<file path="src/rtl/cordic_vector.sv">
// Iterative vectoring-mode CORDIC: converts a signed (x, y) pair into atan2(y, x)
// in Q3.15 radians plus the gain-scaled magnitude, one micro-rotation per clock.
module cordic_vector #(
  parameter int ITERATIONS = 16
) (
  input  logic        clock,
  input  logic        reset_n,
  input  logic        in_valid,
  output logic        in_ready,
  input  logic [17:0] x_in,
  input  logic [17:0] y_in,
  output logic        out_valid,
  input  logic        out_ready,
  output logic [17:0] angle_out,
  output logic [18:0] mag_out
);

  localparam logic signed [17:0] PI   = 18'sd102944;
  localparam logic        [3:0]  LAST = 4'(ITERATIONS - 1);

  typedef enum logic [1:0] {IDLE = 2'd0, ITER = 2'd1, DONE = 2'd2} state_t;

  function automatic logic signed [17:0] atan_lut(input logic [3:0] i);
    case (i)
      4'd0:    atan_lut = 18'sd25736;
      4'd1:    atan_lut = 18'sd15193;
      4'd2:    atan_lut = 18'sd8027;
      4'd3:    atan_lut = 18'sd4075;
      4'd4:    atan_lut = 18'sd2045;
      4'd5:    atan_lut = 18'sd1024;
      4'd6:    atan_lut = 18'sd512;
      4'd7:    atan_lut = 18'sd256;
      4'd8:    atan_lut = 18'sd128;
      4'd9:    atan_lut = 18'sd64;
      4'd10:   atan_lut = 18'sd32;
      4'd11:   atan_lut = 18'sd16;
      4'd12:   atan_lut = 18'sd8;
      4'd13:   atan_lut = 18'sd4;
      4'd14:   atan_lut = 18'sd2;
      4'd15:   atan_lut = 18'sd1;
      default: atan_lut = 18'sd0;
    endcase
  endfunction

  state_t             state_q, state_d;
  logic signed [19:0] x_q, x_d, y_q, y_d;
  logic signed [17:0] z_q, z_d;
  logic        [3:0]  count_q, count_d;
  logic               zero_q, zero_d;
  logic        [17:0] angle_q, angle_d;
  logic        [18:0] mag_q, mag_d;
  logic               out_valid_q, out_valid_d;

  logic signed [19:0] x_ext_s, y_ext_s, x_sh_s, y_sh_s, x_nxt_s, y_nxt_s;
  logic signed [17:0] atan_s, z_nxt_s;

  // 20-bit sign extension leaves room to negate -131072 exactly
  assign x_ext_s = $signed({{2{x_in[17]}}, x_in});
  assign y_ext_s = $signed({{2{y_in[17]}}, y_in});
  assign x_sh_s  = x_q >>> count_q;
  assign y_sh_s  = y_q >>> count_q;
  assign atan_s  = atan_lut(count_q);

  always_comb begin
    x_nxt_s = x_q;
    y_nxt_s = y_q;
    z_nxt_s = z_q;
    if (!y_q[19]) begin
      x_nxt_s = x_q + y_sh_s;
      y_nxt_s = y_q - x_sh_s;
      z_nxt_s = z_q + atan_s;
    end else begin
      x_nxt_s = x_q - y_sh_s;
      y_nxt_s = y_q + x_sh_s;
      z_nxt_s = z_q - atan_s;
    end
  end

  always_comb begin
    state_d     = state_q;
    x_d         = x_q;
    y_d         = y_q;
    z_d         = z_q;
    count_d     = count_q;
    zero_d      = zero_q;
    angle_d     = angle_q;
    mag_d       = mag_q;
    out_valid_d = out_valid_q;
    case (state_q)
      IDLE: begin
        if (in_valid) begin
          count_d = 4'd0;
          zero_d  = (x_in == 18'd0) && (y_in == 18'd0);
          state_d = ITER;
          if (x_in[17]) begin
            x_d = -x_ext_s;
            y_d = -y_ext_s;
            z_d = y_in[17] ? -PI : PI;
          end else begin
            x_d = x_ext_s;
            y_d = y_ext_s;
            z_d = 18'sd0;
          end
        end else begin
          state_d = IDLE;
        end
      end
      ITER: begin
        x_d     = x_nxt_s;
        y_d     = y_nxt_s;
        z_d     = z_nxt_s;
        count_d = count_q + 4'd1;
        if (count_q == LAST) begin
          // a zero vector has no defined phase, so z is discarded
          angle_d     = zero_q ? 18'd0 : z_nxt_s;
          mag_d       = x_nxt_s[18:0];
          out_valid_d = 1'b1;
          state_d     = DONE;
        end else begin
          state_d = ITER;
        end
      end
      DONE: begin
        if (out_ready) begin
          out_valid_d = 1'b0;
          state_d     = IDLE;
        end else begin
          state_d = DONE;
        end
      end
      default: begin
        out_valid_d = 1'b0;
        state_d     = IDLE;
      end
    endcase
  end

  always_ff @(posedge clock or negedge reset_n) begin
    if (!reset_n) begin
      state_q     <= IDLE;
      x_q         <= 20'sd0;
      y_q         <= 20'sd0;
      z_q         <= 18'sd0;
      count_q     <= 4'd0;
      zero_q      <= 1'b0;
      angle_q     <= 18'd0;
      mag_q       <= 19'd0;
      out_valid_q <= 1'b0;
    end else begin
      state_q     <= state_d;
      x_q         <= x_d;
      y_q         <= y_d;
      z_q         <= z_d;
      count_q     <= count_d;
      zero_q      <= zero_d;
      angle_q     <= angle_d;
      mag_q       <= mag_d;
      out_valid_q <= out_valid_d;
    end
  end

  assign in_ready  = (state_q == IDLE);
  assign out_valid = out_valid_q;
  assign angle_out = angle_q;
  assign mag_out   = mag_q;

endmodule

</file>
<file path="config.mk">
export PLATFORM = sky130hd
export DESIGN_NAME = cordic_vector
export DESIGN_NICKNAME = d
export VERILOG_FILES = /design/src/rtl/cordic_vector.sv
export SDC_FILE = /design/constraint.sdc
export NUM_CORES = 1
export LEC_CHECK = 0
export ABC_AREA = 1
export CORE_MARGIN = 4
export CORE_UTILIZATION = 35
export DETAILED_ROUTE_END_ITERATION = 8
export PLACE_DENSITY = 0.49
export SYNTH_ARGS = -nofsm -noshare
export SYNTH_HDL_FRONTEND = slang
export SYNTH_SLANG_ARGS = --single-unit
</file>
<file path="constraint.sdc">
create_clock -name clock -period 5.9 [get_ports clock]
set_input_delay 1.18 -clock clock [delete_from_list [all_inputs] [get_ports clock]]
set_output_delay 1.18 -clock clock [all_outputs]
set_load 0.005 [all_outputs]
</file>
==> results.md <==
- Max-slew violation count: 0
- CTS clk-pin slew, worst paths: roughly 0.090 ns
- Dominant cells by area after synthesis: dfrtp_1, nand2_1, ha_1, nand3_1, o21ai_0
- Clk root buf: clkbuf_16
- Top Layer Used: met4
- Initial DRC count: 722
- Later-pin clock latency in the skew report: roughly 0.38 ns
- Syn-to-layout area delta: 12.8%
- Final antenna-violating net count: 0
- Setup Skew: 0.0178 ns
- Slowest stage cell, crit path: dfrtp_2
- Syn Area/Cell: between 6 and 7 um2
- Largest net degree at the start of global routing: between 50 and 60
- Hold WC Path Type: register to register
- Clock sinks: ~100
- Min setup slack post-route: around 1.2 ns
- Hold violation total from the final report: 0
- Cell Area, Synth: between 10000 and 15000 um2
- DR WL met2: around 18000 um
- Vias in the first global route: between 10000 and 15000
- Final WL: around 39000 um
- GR Util All Layers: between 20 and 25%
- Dpl ws: around 1.3 ns
- Detailed-route via count: 11378
- Initial core utilization: a little over a third
- CP startpoint kind: register
- Slew @ Worst Pin: 0.813 ns
- Final min period: around 4.7 ns
- Syn Inst Count: 1694
- I/O pin cnt: slightly below 80
- Max stage delay on crit path: approximately 0.71 ns
- Critical path class: register to register
- Cts hold-fix bufs: 0
- Total CTS buffers: 9
- Main synth FF type: dfrtp_1
- Sequential area share after synthesis: between 20% and 30%
- Delay-heaviest family, CP: compound AO/OA/AOI/OAI gates
- Post-CTS Resized: 0
- Die Y: 184 um
- Post-Route M1 WL: between 15000 and 20000 um
- Achievable Freq: between 200 and 250 MHz
- CP bufs+invs: 4
- Post-CTS Setup Inserts: 0
- Synth cell types: between 50 and 60
- Core Box Area: around 30000 um2
- Status: finished, final reports clean
- Dpl hpwl: 29900 um
- WP data required: 6.20 ns
- EDFF count, synth: 0
- Finish-stage setup viols: 0
- Synth Warn #: 0
- PortBufs: 78
- Via/cell ratio: approximately 5.3
- Initial antenna violation count: 0
- Chip width: about 180 um
- CTS tree: built
- Mapped Nets: roughly 1800
- Critical Path AT: 5.01 ns
- Share of layout cells above drive strength 1: slightly below 6%
- Most frequent cell after synthesis: nand2_1
- Async SR Flop Fraction: 100%
- #FFs+latches synth: 103
- First-pass GRT wire length: slightly above 60000 um
- Routed wire per std cell: about 18 um
- Most used cell, CP: nand2_1
- # DRC: 0
- Placer Congestion: between 0.8 and 0.9
- Max_cap viols: 0
- Antenna Diode Count: 0
- Crit Path Max Fanout: 33
- Post-synth top area share: 23.6%
- Slew HR: a little under half
- Post-layout util: roughly two fifths
- GRT Residual Overflow: 0
- RSZ-0062 raised after global routing: no
- Routed wl met3: between 1000 and 1500 um
- Setup_tns: 0 ns
- Crit end category: register
- Area of the die: 34000 um2
- Period utilization: about four fifths
- FP Rows: 64
- CP Cell Sequence: inv_4 -> ha_1 -> nand2_1 -> inv_1 -> nand2_1 -> nand2_1 -> a21oi_2 -> ha_1 -> inv_1 -> nor3_1 -> nor2_1 -> xor2_1 -> ha_1 -> nand2_1 -> inv_1 -> a21oi_1 -> o21ai_0 -> a21boi_0 -> o21ai_0 -> xor2_1 -> nand2_1 -> a2bb2oi_1
- Clock Path Buffers: 2
- Layout Nets: 1848
- Commonest cells in the netlist: nand2_1, inv_1, nand3_1
- H-tree Lvls: 3
- Drt pass-1 iters: 5
- Post-synth top area cell: dfrtp_1
-- state kept, by name, indices dropped and copies added (netlist names), 2 cells and up --
signal,count
count_q,4
y_q,20
z_q,18
x_q,20
angle_out,18
mag_out,19
state_q,2
-- layout by cell type (no fill, tap or decap), types with 22 or more instances in the layout --
cell / synthesis / final
xor2_1: 47 / 47
nand3_1: 153 / 153
nand2_1: 478 / 478
nor2_1: 116 / 114
a21oi_1: 116 / 116
o21ai_0: 124 / 124
ha_1: 72 / 72
o21ai_1: 22 / 22
xnor2_1: 25 / 25
dfrtp_1: 103 / 102
inv_1: 164 / 163
clkdlybuf4s50_1: 0 / 77
-- worst min-delay path: stages (launching register included) --
cell,delay [ns]
dfrtp_1,0.35
nand2_1,0.05
nand2_1,0.05
-- area by class of cell --
type                            count  area [um2]
Timing Repair Buffer               96         913
Multi-Input combinational cell   1347        7330
Sequential cell                   103        2580
Clock buffer                        9         225
Clock inverter                      7        88.8
Inverter                          176         666
Fill cell                        3347       18400
Tap cell                          396         495
-- kinds of logic after synthesis --
kind of cell               share of synthesized area [%]
xor gates and xnor gates                            5.78
adders and majority gates                           8.81
DFF                                                 23.6
buffers and inverters                               9.30
AOI/OAI and AO/OA                                   19.9
and+or+nand+nor                                     32.5
-- path summary, 6_finish.rpt --
check / slack, ns / from / to / depth (start not counted)
max in group asynchronous: 3.85 / reset_n / x_q[0] / 2
worst min register to register: 0.49 / mag_out[17] / mag_out[17] / 2
min in group asynchronous: 0.87 / reset_n / z_q[11] / 1
worst max-delay path: 1.19 / count_q[0] / z_q[12] / 22
worst max register to register: 1.19 / count_q[0] / z_q[12] / 22
worst min-delay path: 0.49 / mag_out[17] / mag_out[17] / 2
-- metal layers --
metal | vias to the layer above | GRT usage (%)
met2 | 264 | 37.9
met1 | 5380 | 32.4
met5 | - | 0
met3 | 27 | 2.70
met4 | 0 | 4.61
li1 | 5707 | -
-- stage by stage --
step	instances	hold WS (ns)	area, um2
2_1_floorplan	1694	0.455	10900
3_3_place_gp	2118	0.459	12000
3_5_place_dp	2118	0.463	12000
4_1_cts	2134	0.489	12300
5_1_grt	2134	0.518	12300
6_report	2134	0.485	12300
Power is not shown: default switching activity piles up to over one toggle a cycle in this logic, so the estimate is an artifact.
